## src/rtl/amp_gain_apply.sv

```systemverilog
// Gain stage: applies one-hot power-of-two gain M to a signed sample stream and saturates to OW bits.
// Build option AMP_GAIN_ZC_EN defers gain changes to a zero crossing of din, or to a timeout.
module amp_gain_apply #(
  parameter int unsigned DW         = 12,
  parameter int unsigned OW         = 16,
  parameter int unsigned ZC_TIMEOUT = 255
) (
  input  logic          clk,
  input  logic          rst_n,
  input  logic          ce,
  input  logic [7:0]    M,
  input  logic [DW-1:0] din,
  input  logic          din_vld,
  output logic [OW-1:0] dout,
  output logic          dout_vld,
  output logic          sat,
  output logic [2:0]    shift,
  output logic          pend,
  output logic          err
);

  localparam int unsigned SW = DW + 7;
  localparam int unsigned CW = (OW > SW) ? OW + 1 : SW + 1;
  localparam int unsigned KW = 8;
  localparam logic signed [CW-1:0] MAX_V = {{(CW - OW + 1){1'b0}}, {(OW - 1){1'b1}}};
  localparam logic signed [CW-1:0] MIN_V = ~MAX_V;

  if (OW < DW || ZC_TIMEOUT < 1 || ZC_TIMEOUT > 255) begin : g_bad_cfg
    $error("amp_gain_apply: invalid parameter set");
  end

  logic                 acc_c;
  logic                 onehot_c;
  logic [2:0]           tgt_c;
  logic [2:0]           shift_q, shift_d;
  logic                 err_q, err_d;
  logic                 s1_vld_q, s2_vld_q, s3_vld_q;
  logic signed [DW-1:0] s1_din_q;
  logic [2:0]           s1_sh_q;
  logic signed [SW-1:0] s2_q, s2_d;
  logic signed [CW-1:0] wide_c;
  logic [OW-1:0]        s3_q, s3_d;
  logic                 s3_clip_q, s3_clip_d;
  logic [OW-1:0]        dout_q;
  logic                 sat_q, dout_vld_q;

`ifdef AMP_GAIN_ZC_EN
  logic [KW-1:0] cnt_q, cnt_d;
  logic          prev_q, prev_d;
  logic          pend_q, pend_d;
  logic          zc_c;
`endif

  assign acc_c = ce & din_vld;

  // One-hot decode; an illegal M keeps the currently applied shift as target
  always_comb begin
    tgt_c    = shift_q;
    onehot_c = 1'b0;
    for (int i = 0; i < 8; i++) begin
      if (M == 8'(1 << i)) begin
        tgt_c    = 3'(i);
        onehot_c = 1'b1;
      end
    end
  end

  // Stage 1 gain decision
  always_comb begin
    shift_d = shift_q;
    err_d   = err_q;
`ifdef AMP_GAIN_ZC_EN
    cnt_d   = cnt_q;
    prev_d  = prev_q;
    pend_d  = pend_q;
    zc_c    = (din == '0) || (din[DW-1] != prev_q);
`endif
    if (acc_c) begin
      if (!onehot_c) err_d = 1'b1;
`ifdef AMP_GAIN_ZC_EN
      prev_d = din[DW-1];
      if (tgt_c == shift_q) begin
        cnt_d  = '0;
        pend_d = 1'b0;
      end else if (zc_c || cnt_q == KW'(ZC_TIMEOUT - 1)) begin
        shift_d = tgt_c;
        cnt_d   = '0;
        pend_d  = 1'b0;
      end else begin
        cnt_d  = cnt_q + KW'(1);
        pend_d = 1'b1;
      end
`else
      shift_d = tgt_c;
`endif
    end
  end

  // Stages 2 and 3: widen and shift, then clip to the output range
  always_comb begin
    s2_d   = SW'(s1_din_q) <<< s1_sh_q;
    wide_c = CW'(s2_q);
    s3_d      = wide_c[OW-1:0];
    s3_clip_d = 1'b0;
    if (wide_c > MAX_V) begin
      s3_d      = MAX_V[OW-1:0];
      s3_clip_d = 1'b1;
    end else if (wide_c < MIN_V) begin
      s3_d      = MIN_V[OW-1:0];
      s3_clip_d = 1'b1;
    end
  end

  always_ff @(posedge clk or negedge rst_n) begin
    if (!rst_n) begin
      shift_q    <= 3'd7;
      err_q      <= 1'b0;
      s1_vld_q   <= 1'b0;
      s1_din_q   <= '0;
      s1_sh_q    <= '0;
      s2_vld_q   <= 1'b0;
      s2_q       <= '0;
      s3_vld_q   <= 1'b0;
      s3_q       <= '0;
      s3_clip_q  <= 1'b0;
      dout_q     <= '0;
      sat_q      <= 1'b0;
      dout_vld_q <= 1'b0;
    end else begin
      dout_vld_q <= ce & s3_vld_q;
      if (ce) begin
        shift_q   <= shift_d;
        err_q     <= err_d;
        s1_vld_q  <= din_vld;
        s1_din_q  <= din;
        s1_sh_q   <= shift_d;
        s2_vld_q  <= s1_vld_q;
        s2_q      <= s2_d;
        s3_vld_q  <= s2_vld_q;
        s3_q      <= s3_d;
        s3_clip_q <= s3_clip_d;
        if (s3_vld_q) begin
          dout_q <= s3_q;
          sat_q  <= s3_clip_q;
        end
      end
    end
  end

`ifdef AMP_GAIN_ZC_EN
  always_ff @(posedge clk or negedge rst_n) begin
    if (!rst_n) begin
      cnt_q  <= '0;
      prev_q <= 1'b0;
      pend_q <= 1'b0;
    end else if (ce) begin
      cnt_q  <= cnt_d;
      prev_q <= prev_d;
      pend_q <= pend_d;
    end
  end

  assign pend = pend_q;
`else
  assign pend = 1'b0;
`endif

  assign dout     = dout_q;
  assign dout_vld = dout_vld_q;
  assign sat      = sat_q;
  assign shift    = shift_q;
  assign err      = err_q;

endmodule

```

## config.mk

```make
export PLATFORM = sky130hd
export DESIGN_NAME = amp_gain_apply
export DESIGN_NICKNAME = d
export VERILOG_FILES = /design/src/rtl/amp_gain_apply.sv
export SDC_FILE = /design/constraint.sdc
export NUM_CORES = 1
export LEC_CHECK = 0
export CAP_MARGIN = 30
export CORE_MARGIN = 2
export CORE_UTILIZATION = 35
export CTS_CLUSTER_DIAMETER = 120
export DETAILED_ROUTE_END_ITERATION = 8
export DONT_BUFFER_PORTS = 1
export PLACE_DENSITY = 0.6
export SYNTH_ARGS = -nofsm -noshare
export SYNTH_HDL_FRONTEND = slang
export SYNTH_SLANG_ARGS = --single-unit
```

## constraint.sdc

```tcl
create_clock -name clk -period 2.11 [get_ports clk]
set_clock_uncertainty 0.15 [all_clocks]
set_input_delay 0.3165 -clock clk [delete_from_list [all_inputs] [get_ports clk]]
set_output_delay 0.3165 -clock clk [all_outputs]
set_load 0.05 [all_outputs]
```

==> impl_metrics.xml, run 1 <==
<?xml version="1.0" encoding="UTF-8"?>
<metrics>
  <group name="flow_run">
    <metric name="cap_viol_max_count" unit="">0</metric>
  </group>
  <group name="synth">
    <metric name="synth_edf_count" unit="">0</metric>
    <metric name="synth-seq-area-share" unit="%">52.52</metric>
    <metric name="yosys_most_used_dff" unit="">dfrtp_1</metric>
    <metric name="syn_area_per_cell" unit="um^2">10.08</metric>
    <metric name="yosysWarningCount" unit="">0</metric>
    <metric name="synthDistinctLibCells" unit="">50</metric>
    <metric name="syn-cell-area" unit="um^2">3628</metric>
    <metric name="netlist.top_cell.by_area" unit="">dfrtp_1</metric>
    <metric name="synth.top_cells.by_area" unit="">dfrtp_1 50%, mux2_2 7.4%, mux2i_1 5.0%, nor2_1 4.7%, a21oi_1 3.2%</metric>
    <metric name="syn-num-nets" unit="">384</metric>
    <metric name="synthesis.instances" unit="">360</metric>
    <metric name="synthArstFlopShare" unit="%">100.0</metric>
    <metric name="synth_largest_type_area_fraction" unit="%">50.34</metric>
    <metric name="ys_ff_latch" unit="">76</metric>
  </group>
  <group name="worst_setup_path">
    <metric name="max_stage_delay" unit="ps">560</metric>
    <metric name="timing.critical_path.slowest_stage_cell" unit="">dfrtp_1</metric>
    <metric name="arrival" unit="ps">1920</metric>
    <metric name="critPathRequiredTime" unit="ps">2190</metric>
    <metric name="critPathKind" unit="">reg2reg</metric>
    <metric name="cp_num_buf_inv" unit="">1</metric>
    <metric name="cp_max_fanout" unit="">9</metric>
    <metric name="worstSetupStartpointType" unit="">flop</metric>
    <metric name="crit_cells" unit="">5</metric>
    <metric name="critical_path.cell_chain" unit="">buf_4 -&gt; mux2i_1 -&gt; mux2i_1 -&gt; a21oi_1 -&gt; a21oi_1</metric>
    <metric name="setup.worst_path.end_class" unit="">flop</metric>
    <metric name="critical_path.top_delay_family" unit="">flip-flops</metric>
    <metric name="reg2reg_depth" unit="">5</metric>
  </group>
  <group name="power">
    <metric name="power_switching" unit="W">0.001628</metric>
    <metric name="sequentialPowerShare" unit="%">54.7</metric>
    <metric name="powerDensity" unit="nW/um^2">1084</metric>
    <metric name="p_sw_share" unit="%">36.38</metric>
    <metric name="max-vdd-ir-drop" unit="mV">0.4247</metric>
    <metric name="clkPwrFrac" unit="%">28.4</metric>
    <metric name="intPower" unit="W">0.002848</metric>
    <metric name="design_power_total" unit="W">0.004477</metric>
    <metric name="cellLeakagePower" unit="nW">1.840</metric>
    <metric name="part_of_the_power_in_combinational_logic" unit="%">16.8</metric>
  </group>
  <group name="floorplanning">
    <metric name="die-height" unit="um">105.8</metric>
    <metric name="design.die.area" unit="um^2">11200</metric>
    <metric name="row_count" unit="">37</metric>
    <metric name="top_level_ports" unit="">47</metric>
    <metric name="fp.dieW" unit="um">105.8</metric>
    <metric name="core-area" unit="um^2">10180</metric>
    <metric name="initial_standard_cell_utilization_of_the_core" unit="%">35.63</metric>
  </group>
  <group name="sta">
    <metric name="final-max-slew-violation-count" unit="">0</metric>
    <metric name="finalSetupViolCount" unit="">0</metric>
    <metric name="worst_slew_margin_rel" unit="%">35.36</metric>
    <metric name="rsz0062_at_grt" unit="">false</metric>
    <metric name="final.period_utilization" unit="%">87.39</metric>
    <metric name="final.setup.tns" unit="ps">0</metric>
    <metric name="tightest_slew" unit="ps">966.1</metric>
    <metric name="worst_hold_slack" unit="ps">-499.7</metric>
    <metric name="final_hold_viol_count" unit="">76</metric>
    <metric name="max_clock_freq" unit="MHz">542.3</metric>
    <metric name="final_min_period" unit="ps">1844</metric>
  </group>
  <group name="status">
    <metric name="violations" unit="">negative hold slack</metric>
    <metric name="run_status" unit="">complete, but fails checks</metric>
  </group>
  <group name="global_route">
    <metric name="met3_usage" unit="%">5.751</metric>
    <metric name="overflow" unit="">0</metric>
    <metric name="globalRoute.busiestLayer" unit="">met2</metric>
    <metric name="antenna_violations_before_repair" unit="">0</metric>
    <metric name="use_met1" unit="%">18.25</metric>
    <metric name="grt_max_degree" unit="">77</metric>
    <metric name="global_route_wire_length_before_repair" unit="um">12090</metric>
    <metric name="grtUsageTotal" unit="%">13.65</metric>
    <metric name="met2_routing_resource_usage_after_global_routing" unit="%">20.37</metric>
    <metric name="grt_pass1_vias" unit="">2528</metric>
  </group>
  <group name="routing">
    <metric name="finalWirelength" unit="um">6982</metric>
    <metric name="postRouteAntennaNets" unit="">0</metric>
    <metric name="detail_route.drc_violations" unit="">0</metric>
    <metric name="detail_route.iter0.violations" unit="">140</metric>
    <metric name="drt-wirelength-per-cell" unit="um">13.77</metric>
    <metric name="first_pass_iters" unit="">6</metric>
    <metric name="post_drt_via_cell_ratio" unit="">4.840</metric>
    <metric name="num_vias" unit="">2454</metric>
  </group>
  <group name="placement">
    <metric name="place.detailed.hpwl" unit="um">4717</metric>
    <metric name="buffer_ports.inserted" unit="">0</metric>
    <metric name="finalWeightedCongestion" unit="">0.8226</metric>
  </group>
  <group name="layout">
    <metric name="insertedDiodeCount" unit="">0</metric>
    <metric name="areaGrowthSynthToFinish" unit="%">13.79</metric>
    <metric name="layout-drive-gt1-share" unit="%">15.90</metric>
    <metric name="n_fill_cell" unit="">1029</metric>
    <metric name="num-nets-final" unit="">390</metric>
  </group>
  <group name="clocking">
    <metric name="clock_tree.buffer_depth" unit="">2</metric>
    <metric name="ctsHtreeMaxLevel" unit="">3</metric>
    <metric name="clock_sink_count" unit="">76</metric>
    <metric name="post_cts_clock_slew_at_the_launch_and_capture_registers_of_the_worst_setup_and_hold_paths" unit="ps">80</metric>
    <metric name="clock_insertion_delay_worst_skew" unit="ps">350</metric>
    <metric name="root_buffer" unit="">clkbuf_8</metric>
    <metric name="tritoncts.num_buffers" unit="">9</metric>
    <metric name="cts_tree" unit="">done</metric>
  </group>
  <group name="hold_path">
    <metric name="worstHoldPathType" unit="">in2async</metric>
  </group>
</metrics>
-- final cells by class --
cell class | instances | area, um^2 | area share (%)
clock buffers | 10 | 137.6 | 3.333
repair buffers | 21 | 215.2 | 5.212
clock inverters | 6 | 96.34 | 2.333
flip-flops and latches | 76 | 1906 | 46.15
multi-input cells | 232 | 1506 | 36.48
well taps | 136 | 170.2 | 4.121
inverters | 26 | 97.59 | 2.364
-- final timing paths --
check / start / end / slack, ps
min in group clk: M[4] / shift[0] / 40
min: rst_n / dout[7] / -500
min reg2reg: s3_clip_q / s3_clip_q / 350
max reg2reg: s1_sh_q[1] / s2_q[4] / 270
max: s1_sh_q[1] / s2_q[4] / 270
max in group asynchronous: rst_n / shift[2] / 2110
-- layout by cell type, fill, tap and decap left out, drive strengths merged, types with 4 or more instances in the layout --
cell,n
a21oi,23
a31oi,4
buf,6
clkbuf,10
dfrtp,73
dlygate4sd3,15
inv,27
mux2,25
mux2i,18
nand2,30
nand3,5
nor2,45
o21ai,24
o22ai,18
-- cells by family (layout without fill, tap and decap cells) --
logic type / after synthesis / count (layout) / synth area share, %
AND/OR/NAND/NOR: 97 / 97 / 12.14
AO/OA/AOI/OAI: 87 / 87 / 15.21
other: 1 / 1 / 0.1033
XOR/XNOR: 3 / 3 / 0.7243
buffers and inverters: 52 / 63 / 5.965
multiplexers: 44 / 44 / 13.34
flip-flops: 76 / 76 / 52.52
-- stage by stage --
step | cells | setup slack (ps) | util, % | instance area (um^2) | hold slack (ps)
after floorplan | 360 | 282.9 | - | 3628 | -129.1
after global placement | 475 | 298.3 | 36.50 | 3717 | -127.7
after detailed placement | 475 | 229.9 | 36.50 | 3717 | -127.6
after CTS | 506 | 241.3 | 40.44 | 4119 | -520.5
after global routing | 507 | 104.4 | 40.54 | 4129 | -540.1
final | 507 | 266.1 | 40.54 | 4129 | -499.7
-- worst reg2reg max path, delay by kind of cell (launching register included) --
| kind | cells | cell delay [ps] |
|---|---|---|
| buffers and inverters | 1 | 240 |
| AO/OA/AOI/OAI | 2 | 340 |
| flip-flops | 1 | 560 |
| multiplexers | 2 | 430 |
-- synth_stat cells (all sizes together) (2+ instances only) --
cell,n
inv,26
nand2b,2
o41ai,2
o31ai,2
nor4,3
o211ai,2
nand3,5
buf,9
o22ai,18
nor3,3
a31oi,4
mux2i,18
dfrtp,73
mux2,25
and3,2
xnor2,2
nor2,45
a21oi,23
dfstp,3
o21ai,24
a211oi,3
clkbuf,17
o21bai,2
nand2,30
-- power by group through the flow --
stage / registers, W / clock network (W) / logic (W)
4_1_cts: 0.00246 / 0.00131 / 0.000760
2_1_floorplan: 0.00241 / 0 / 0.000645
3_3_place_gp: 0.00248 / 0 / 0.000694
6_report: 0.00245 / 0.00127 / 0.000754
5_1_grt: 0.00250 / 0.00138 / 0.000870
3_5_place_dp: 0.00249 / 0 / 0.000710
-- timing repair --
| item | 4_1_cts | 5_1_grt |
|---|---|---|
| gates resized for setup | 0 | 0 |
| buffers inserted | 0 | 0 |
| endpoints found under the hold margin | 132 | 77 |
| hold buffers | 15 | 1 |
-- registers in the layout, indices dropped and copies added, names as in the netlist, 3 cells and up --
signal    count
dout         16
s2_q         19
shift         3
s1_sh_q       3
s1_din_q     12
s3_q         16
-- layer usage --
layer	routed length, um	vias up	part of all wire [%]
met2	3196	50	46
met5	0	-	0
met1	3337	1142	48
met3	366	9	5.2
li1	-	1253	-
met4	82	0	1.2
Note: power is estimated with default switching activity, not from simulation.
==> inputs of run 2 (changes only) <==
- CORE_MARGIN: 2 -> 8
==> run 2 against run 1 <==
Net effect: the flow still finishes with violations (negative hold slack); via count up 2.5%; largest cell class unchanged; first-iteration DRC count increased by 32%; sequential cell count unchanged; maximum frequency about the same; register-to-register slack is essentially flat; total power is 0.38% higher; clock power about the same; sequential power is essentially flat; combinational power is 2% higher; cell area rose by 0.36%; non-clock buffer count grew 2.
==> impl_metrics.xml, run 2 (synthesis results as in run 1) <==
<?xml version="1.0" encoding="UTF-8"?>
<metrics>
  <group name="status">
    <metric name="run_status" unit="">complete, but fails checks</metric>
    <metric name="violations" unit="">negative hold slack</metric>
  </group>
  <group name="global_route">
    <metric name="overflow" unit="">0</metric>
    <metric name="use_met1" unit="%">14.43</metric>
    <metric name="grt_max_degree" unit="">77</metric>
    <metric name="grtUsageTotal" unit="%">11.43</metric>
    <metric name="met2_routing_resource_usage_after_global_routing" unit="%">17.18</metric>
    <metric name="antenna_violations_before_repair" unit="">0</metric>
    <metric name="globalRoute.busiestLayer" unit="">met2</metric>
    <metric name="grt_pass1_vias" unit="">2655</metric>
    <metric name="global_route_wire_length_before_repair" unit="um">13210</metric>
    <metric name="met3_usage" unit="%">4.796</metric>
  </group>
  <group name="placement">
    <metric name="finalWeightedCongestion" unit="">0.8043</metric>
    <metric name="buffer_ports.inserted" unit="">0</metric>
    <metric name="place.detailed.hpwl" unit="um">5130</metric>
  </group>
  <group name="clocking">
    <metric name="root_buffer" unit="">clkbuf_8</metric>
    <metric name="cts_setup_buffers" unit="">0</metric>
    <metric name="cts_hold_fix_bufs" unit="">16</metric>
    <metric name="post_cts_clock_slew_at_the_launch_and_capture_registers_of_the_worst_setup_and_hold_paths" unit="ps">80</metric>
    <metric name="tritoncts.num_buffers" unit="">9</metric>
    <metric name="clock_insertion_delay_worst_skew" unit="ps">350</metric>
    <metric name="cts_tree" unit="">done</metric>
    <metric name="clock_sink_count" unit="">76</metric>
    <metric name="cts_repair_resize_count" unit="">0</metric>
    <metric name="clock_tree.buffer_depth" unit="">2</metric>
    <metric name="ctsHtreeMaxLevel" unit="">3</metric>
  </group>
  <group name="sta">
    <metric name="finalSetupViolCount" unit="">0</metric>
    <metric name="worst_slew_margin_rel" unit="%">66.31</metric>
    <metric name="final_min_period" unit="ps">1842</metric>
    <metric name="final_hold_viol_count" unit="">76</metric>
    <metric name="final.period_utilization" unit="%">87.30</metric>
    <metric name="final.setup.tns" unit="ps">0</metric>
    <metric name="worst_hold_slack" unit="ps">-500.1</metric>
    <metric name="tightest_slew" unit="ps">504.1</metric>
    <metric name="max_clock_freq" unit="MHz">542.9</metric>
    <metric name="rsz0062_at_grt" unit="">false</metric>
    <metric name="final-max-slew-violation-count" unit="">0</metric>
  </group>
  <group name="worst_setup_path">
    <metric name="worstSetupStartpointType" unit="">flop</metric>
    <metric name="arrival" unit="ps">1920</metric>
    <metric name="cp_max_fanout" unit="">12</metric>
    <metric name="critical_path.top_delay_family" unit="">multiplexers</metric>
    <metric name="setup.worst_path.end_class" unit="">flop</metric>
    <metric name="critical_path.cell_chain" unit="">buf_4 -&gt; mux2_2 -&gt; nand2_1 -&gt; o31ai_1 -&gt; mux2i_1 -&gt; a21oi_1</metric>
    <metric name="max_stage_delay" unit="ps">510</metric>
    <metric name="cp_num_buf_inv" unit="">1</metric>
    <metric name="timing.critical_path.slowest_stage_cell" unit="">dfrtp_1</metric>
    <metric name="critPathRequiredTime" unit="ps">2190</metric>
    <metric name="critPathKind" unit="">reg2reg</metric>
  </group>
  <group name="layout">
    <metric name="final_core_utilization" unit="%">40.69</metric>
    <metric name="areaGrowthSynthToFinish" unit="%">14.21</metric>
    <metric name="n_fill_cell" unit="">1013</metric>
    <metric name="layout.cells.most_common" unit="">dfrtp_1</metric>
    <metric name="num-nets-final" unit="">392</metric>
    <metric name="max_flop_register" unit="">s2_q</metric>
    <metric name="insertedDiodeCount" unit="">0</metric>
    <metric name="most-common-layout-cells" unit="">73 x dfrtp_1, 45 x nor2_1, 30 x nand2_1, 25 x inv_1, 24 x mux2_2</metric>
    <metric name="layout-drive-gt1-share" unit="%">16.35</metric>
    <metric name="largest_register_ff_count" unit="">19</metric>
  </group>
  <group name="floorplanning">
    <metric name="core-area" unit="um^2">10180</metric>
    <metric name="initial_standard_cell_utilization_of_the_core" unit="%">35.63</metric>
    <metric name="top_level_ports" unit="">47</metric>
    <metric name="row_count" unit="">37</metric>
    <metric name="design.die.area" unit="um^2">13880</metric>
    <metric name="die-height" unit="um">117.8</metric>
    <metric name="fp.dieW" unit="um">117.8</metric>
  </group>
  <group name="routing">
    <metric name="detail_route.drc_violations" unit="">0</metric>
    <metric name="finalWirelength" unit="um">7427</metric>
    <metric name="detail_route.iter0.violations" unit="">185</metric>
    <metric name="drt-wirelength-per-cell" unit="um">14.59</metric>
    <metric name="postRouteAntennaNets" unit="">0</metric>
    <metric name="first_pass_iters" unit="">4</metric>
    <metric name="post_drt_via_cell_ratio" unit="">4.941</metric>
    <metric name="num_vias" unit="">2515</metric>
  </group>
  <group name="power">
    <metric name="powerDensity" unit="nW/um^2">1084</metric>
    <metric name="cellLeakagePower" unit="nW">1.849</metric>
    <metric name="max-vdd-ir-drop" unit="mV">0.4472</metric>
  </group>
  <group name="flow_run">
    <metric name="cap_viol_max_count" unit="">0</metric>
  </group>
  <group name="hold_path">
    <metric name="worstHoldPathType" unit="">in2async</metric>
  </group>
</metrics>
-- run 2: cell count changes in the layout (fill, tap and decap cells not counted), sizes merged --
cell	before	now
buf	6	8
-- run 2: power breakdown --
group / leakage (nW) / internal (W) / total [W] / switching [W]
Combinational: 0.823 / 0.000367 / 0.000770 / 0.000403
Sequential: 0.912 / 0.00177 / 0.00245 / 0.000682
Clock: 0.115 / 0.000710 / 0.00127 / 0.000559
Total: 1.85 / 0.00285 / 0.00449 / 0.00164
-- run 2: final timing paths --
path,start,endpoint,slack [ps],cells after the start
max in group asynchronous,rst_n,shift[0],2090,0
max reg2reg,s1_sh_q[1],s2_q[11],270,6
min in group clk,M[5],s1_sh_q[0],40,2
max,s1_sh_q[1],s2_q[11],270,6
min,rst_n,dout[7],-500,0
min reg2reg,s3_clip_q,s3_clip_q,350,1
-- run 2: metrics by stage --
step	power [W]	hold slack, ps	worst slack (ps)	instance area (um^2)	cells
after floorplan	0.003055	-129.1	282.9	3628	360
after global placement	0.003179	-127.0	307.2	3725	476
after global routing	0.004763	-526.4	151.2	4144	509
after CTS	0.004552	-522.6	264.3	4136	508
after detailed placement	0.003221	-127.0	250.5	3725	476
final	0.004494	-500.1	267.9	4144	509
-- run 2: area by class of cell --
type                       count  area [um^2]  share of cell area, %
clock buffer                  10        137.6                  3.321
inverter                      26        97.59                  2.355
clock inverter                 6        96.34                  2.325
timing repair buffer          23        230.2                  5.556
tap                          136        170.2                  4.106
sequential                    76         1906                  45.98
multi-input combinational    232         1506                  36.35
-- run 2: routing by layer --
metal / part of all wire [%] / routed length [um]
met5: 0 / 0
met4: 1.1 / 82
met3: 7.9 / 590
met2: 43 / 3199
met1: 48 / 3554
==> inputs of run 3 (changes only) <==
- CORE_MARGIN: 8 -> 4
==> run 3 against run 2 <==
Net effect: critical path depth fell by 2; first-iteration DRC count rose by 19%; via count fell by 0.44%; non-clock buffer count fell by 3; sequential power barely moved; cell count fell by 1.4%; clock power fell by 7%; the flow still finishes with violations (negative hold slack); utilization rose by 0.48 points; global-route usage rose by 1.6 points; wire length fell by 2.7%; largest power group unchanged.
==> impl_metrics.xml, run 3 (synthesis results as in run 1) <==
<?xml version="1.0" encoding="UTF-8"?>
<metrics>
  <group name="status">
    <metric name="run_status" unit="">complete, but fails checks</metric>
    <metric name="violations" unit="">negative hold slack</metric>
  </group>
  <group name="worst_setup_path">
    <metric name="timing.critical_path.slowest_stage_cell" unit="">dfrtp_1</metric>
    <metric name="crit_cells" unit="">4</metric>
    <metric name="worstSetupStartpointType" unit="">flop</metric>
    <metric name="critical_path.cell_chain" unit="">mux2_1 -&gt; mux2i_1 -&gt; mux2i_1 -&gt; mux2_2</metric>
    <metric name="cp_max_fanout" unit="">10</metric>
    <metric name="critical_path.top_delay_family" unit="">multiplexers</metric>
    <metric name="arrival" unit="ps">1940</metric>
    <metric name="crit_top_cell" unit="">mux2i_1</metric>
    <metric name="crit-reg2reg-launch" unit="">s1_sh_q[1]</metric>
    <metric name="worstSetupStartpoint" unit="">s1_sh_q[1]</metric>
    <metric name="cp_num_buf_inv" unit="">0</metric>
    <metric name="rrSetupSlack" unit="ps">260</metric>
    <metric name="max_stage_delay" unit="ps">570</metric>
    <metric name="critPathRequiredTime" unit="ps">2200</metric>
    <metric name="worstReg2RegEnd" unit="">s2_q[6]</metric>
    <metric name="critPathKind" unit="">reg2reg</metric>
    <metric name="setup.worst_path.end_class" unit="">flop</metric>
    <metric name="crit_path_end" unit="">s2_q[6]</metric>
    <metric name="reg2reg_depth" unit="">4</metric>
  </group>
  <group name="placement">
    <metric name="finalWeightedCongestion" unit="">0.7797</metric>
    <metric name="dp_slack" unit="ps">260.2</metric>
    <metric name="placed_cells" unit="">471</metric>
    <metric name="buffer_ports.inserted" unit="">0</metric>
    <metric name="dpl_cell_area" unit="um^2">3706</metric>
    <metric name="place.detailed.hpwl" unit="um">4904</metric>
  </group>
  <group name="clocking">
    <metric name="clock_insertion_delay_worst_skew" unit="ps">350</metric>
    <metric name="tritoncts.num_buffers" unit="">9</metric>
    <metric name="cts_repair_resize_count" unit="">0</metric>
    <metric name="clock_tree.buffer_depth" unit="">2</metric>
    <metric name="clock_sink_count" unit="">76</metric>
    <metric name="cts_tree" unit="">done</metric>
    <metric name="ctsHtreeMaxLevel" unit="">3</metric>
    <metric name="post_cts_clock_slew_at_the_launch_and_capture_registers_of_the_worst_setup_and_hold_paths" unit="ps">80</metric>
    <metric name="cts_setup_buffers" unit="">0</metric>
    <metric name="cts_hold_fix_bufs" unit="">16</metric>
    <metric name="root_buffer" unit="">clkbuf_8</metric>
  </group>
  <group name="routing">
    <metric name="finalWirelength" unit="um">7229</metric>
    <metric name="first_pass_iters" unit="">4</metric>
    <metric name="detail_route.iter0.violations" unit="">221</metric>
    <metric name="drt-wirelength-per-cell" unit="um">14.40</metric>
    <metric name="postRouteAntennaNets" unit="">0</metric>
    <metric name="num_vias" unit="">2504</metric>
    <metric name="detail_route.drc_violations" unit="">0</metric>
    <metric name="post_drt_via_cell_ratio" unit="">4.988</metric>
  </group>
  <group name="layout">
    <metric name="largest_register_ff_count" unit="">19</metric>
    <metric name="areaGrowthSynthToFinish" unit="%">12.93</metric>
    <metric name="insertedDiodeCount" unit="">0</metric>
    <metric name="area_of_combinational_cells_with_multiple_inputs" unit="um^2">1506</metric>
    <metric name="layout-drive-gt1-share" unit="%">15.45</metric>
    <metric name="final_cell_count_no_fill" unit="">502</metric>
    <metric name="regArea" unit="um^2">1906</metric>
    <metric name="layout.cell_area.non_filler" unit="um^2">4098</metric>
    <metric name="most-common-layout-cells" unit="">73 x dfrtp_1, 45 x nor2_1, 30 x nand2_1, 25 x inv_1, 24 x mux2_2</metric>
    <metric name="num-nets-final" unit="">389</metric>
    <metric name="final_core_utilization" unit="%">41.16</metric>
    <metric name="n_fill_cell" unit="">991</metric>
    <metric name="max_flop_register" unit="">s2_q</metric>
    <metric name="layout.cells.most_common" unit="">dfrtp_1</metric>
  </group>
  <group name="floorplanning">
    <metric name="fp.dieW" unit="um">109.8</metric>
    <metric name="die-height" unit="um">109.8</metric>
    <metric name="core-area" unit="um^2">9955</metric>
    <metric name="initial_standard_cell_utilization_of_the_core" unit="%">36.45</metric>
    <metric name="top_level_ports" unit="">47</metric>
    <metric name="row_count" unit="">36</metric>
    <metric name="design.die.area" unit="um^2">12060</metric>
  </group>
  <group name="sta">
    <metric name="timing.final.ws_setup" unit="ps">258.4</metric>
    <metric name="final.setup.tns" unit="ps">0</metric>
    <metric name="final_min_period" unit="ps">1852</metric>
    <metric name="final.period_utilization" unit="%">87.75</metric>
    <metric name="finalSetupViolCount" unit="">0</metric>
    <metric name="max_clock_freq" unit="MHz">540.1</metric>
    <metric name="tightest_slew" unit="ps">957.2</metric>
    <metric name="rsz0062_at_grt" unit="">false</metric>
    <metric name="worst_slew_margin_rel" unit="%">35.95</metric>
    <metric name="final_hold_viol_count" unit="">76</metric>
    <metric name="final-max-slew-violation-count" unit="">0</metric>
    <metric name="worst_hold_slack" unit="ps">-498.2</metric>
  </group>
  <group name="global_route">
    <metric name="global_route_wire_length_before_repair" unit="um">12480</metric>
    <metric name="grt_pass1_vias" unit="">2574</metric>
    <metric name="overflow" unit="">0</metric>
    <metric name="grtUsageTotal" unit="%">13.02</metric>
    <metric name="grt_max_degree" unit="">77</metric>
    <metric name="antenna_violations_before_repair" unit="">0</metric>
  </group>
  <group name="flow_run">
    <metric name="cap_viol_max_count" unit="">0</metric>
  </group>
  <group name="hold_path">
    <metric name="worstHoldPathType" unit="">in2async</metric>
  </group>
  <group name="power">
    <metric name="powerDensity" unit="nW/um^2">1072</metric>
    <metric name="max-vdd-ir-drop" unit="mV">0.3820</metric>
    <metric name="cellLeakagePower" unit="nW">1.826</metric>
  </group>
</metrics>
## run 3: cell count changes in the layout (fill, tap and decap cells not counted)
cell	previous run	this run
buf_4	7	4
clkbuf_8	10	9
clkinv_2	0	1
inv_8	1	0
## run 3: final cells by class
class / instances / area share, %
Tap cell: 133 / 4.061
Clock inverter: 6 / 2.198
Clock buffer: 9 / 3.023
Sequential cell: 76 / 46.50
Timing Repair Buffer: 20 / 5.069
Multi-Input combinational cell: 232 / 36.76
Inverter: 26 / 2.382
## run 3: through the flow
stage                     hold WS [ps]  power [W]
final                           -498.2   0.004392
after global routing            -528.0   0.004670
after CTS                       -513.3   0.004442
after detailed placement        -127.4   0.003204
after global placement          -127.4   0.003169
after floorplan                 -129.1   0.003055
## run 3: worst min-delay path by stage
stage / from / slack, ps / to
6_report: rst_n / -500 / dout[7]
5_1_grt: rst_n / -530 / dout[8]
4_1_cts: rst_n / -510 / dout_vld
3_5_place_dp: rst_n / -130 / dout[7]
3_3_place_gp: rst_n / -130 / dout_vld
2_1_floorplan: rst_n / -130 / dout[0]
## run 3: power breakdown
| group | total, W | leakage (nW) | switching, W | internal (W) |
|---|---|---|---|---|
| combinational | 0.000750 | 0.809 | 0.000389 | 0.000360 |
| sequential | 0.00246 | 0.912 | 0.000686 | 0.00177 |
| clock | 0.00118 | 0.105 | 0.000524 | 0.000660 |
| total | 0.00439 | 1.83 | 0.00160 | 0.00279 |
## run 3: layer usage
metal / part of all wire, % / vias to the layer above / global-route usage (%) / routed length (um)
met1: 49 / 1192 / 17.62 / 3513
met3: 5.7 / 8 / 4.463 / 414
met5: 0 / - / 0 / 0
met4: 1.1 / 0 / 4.274 / 83
li1: - / 1251 / - / -
met2: 45 / 53 / 19.45 / 3217
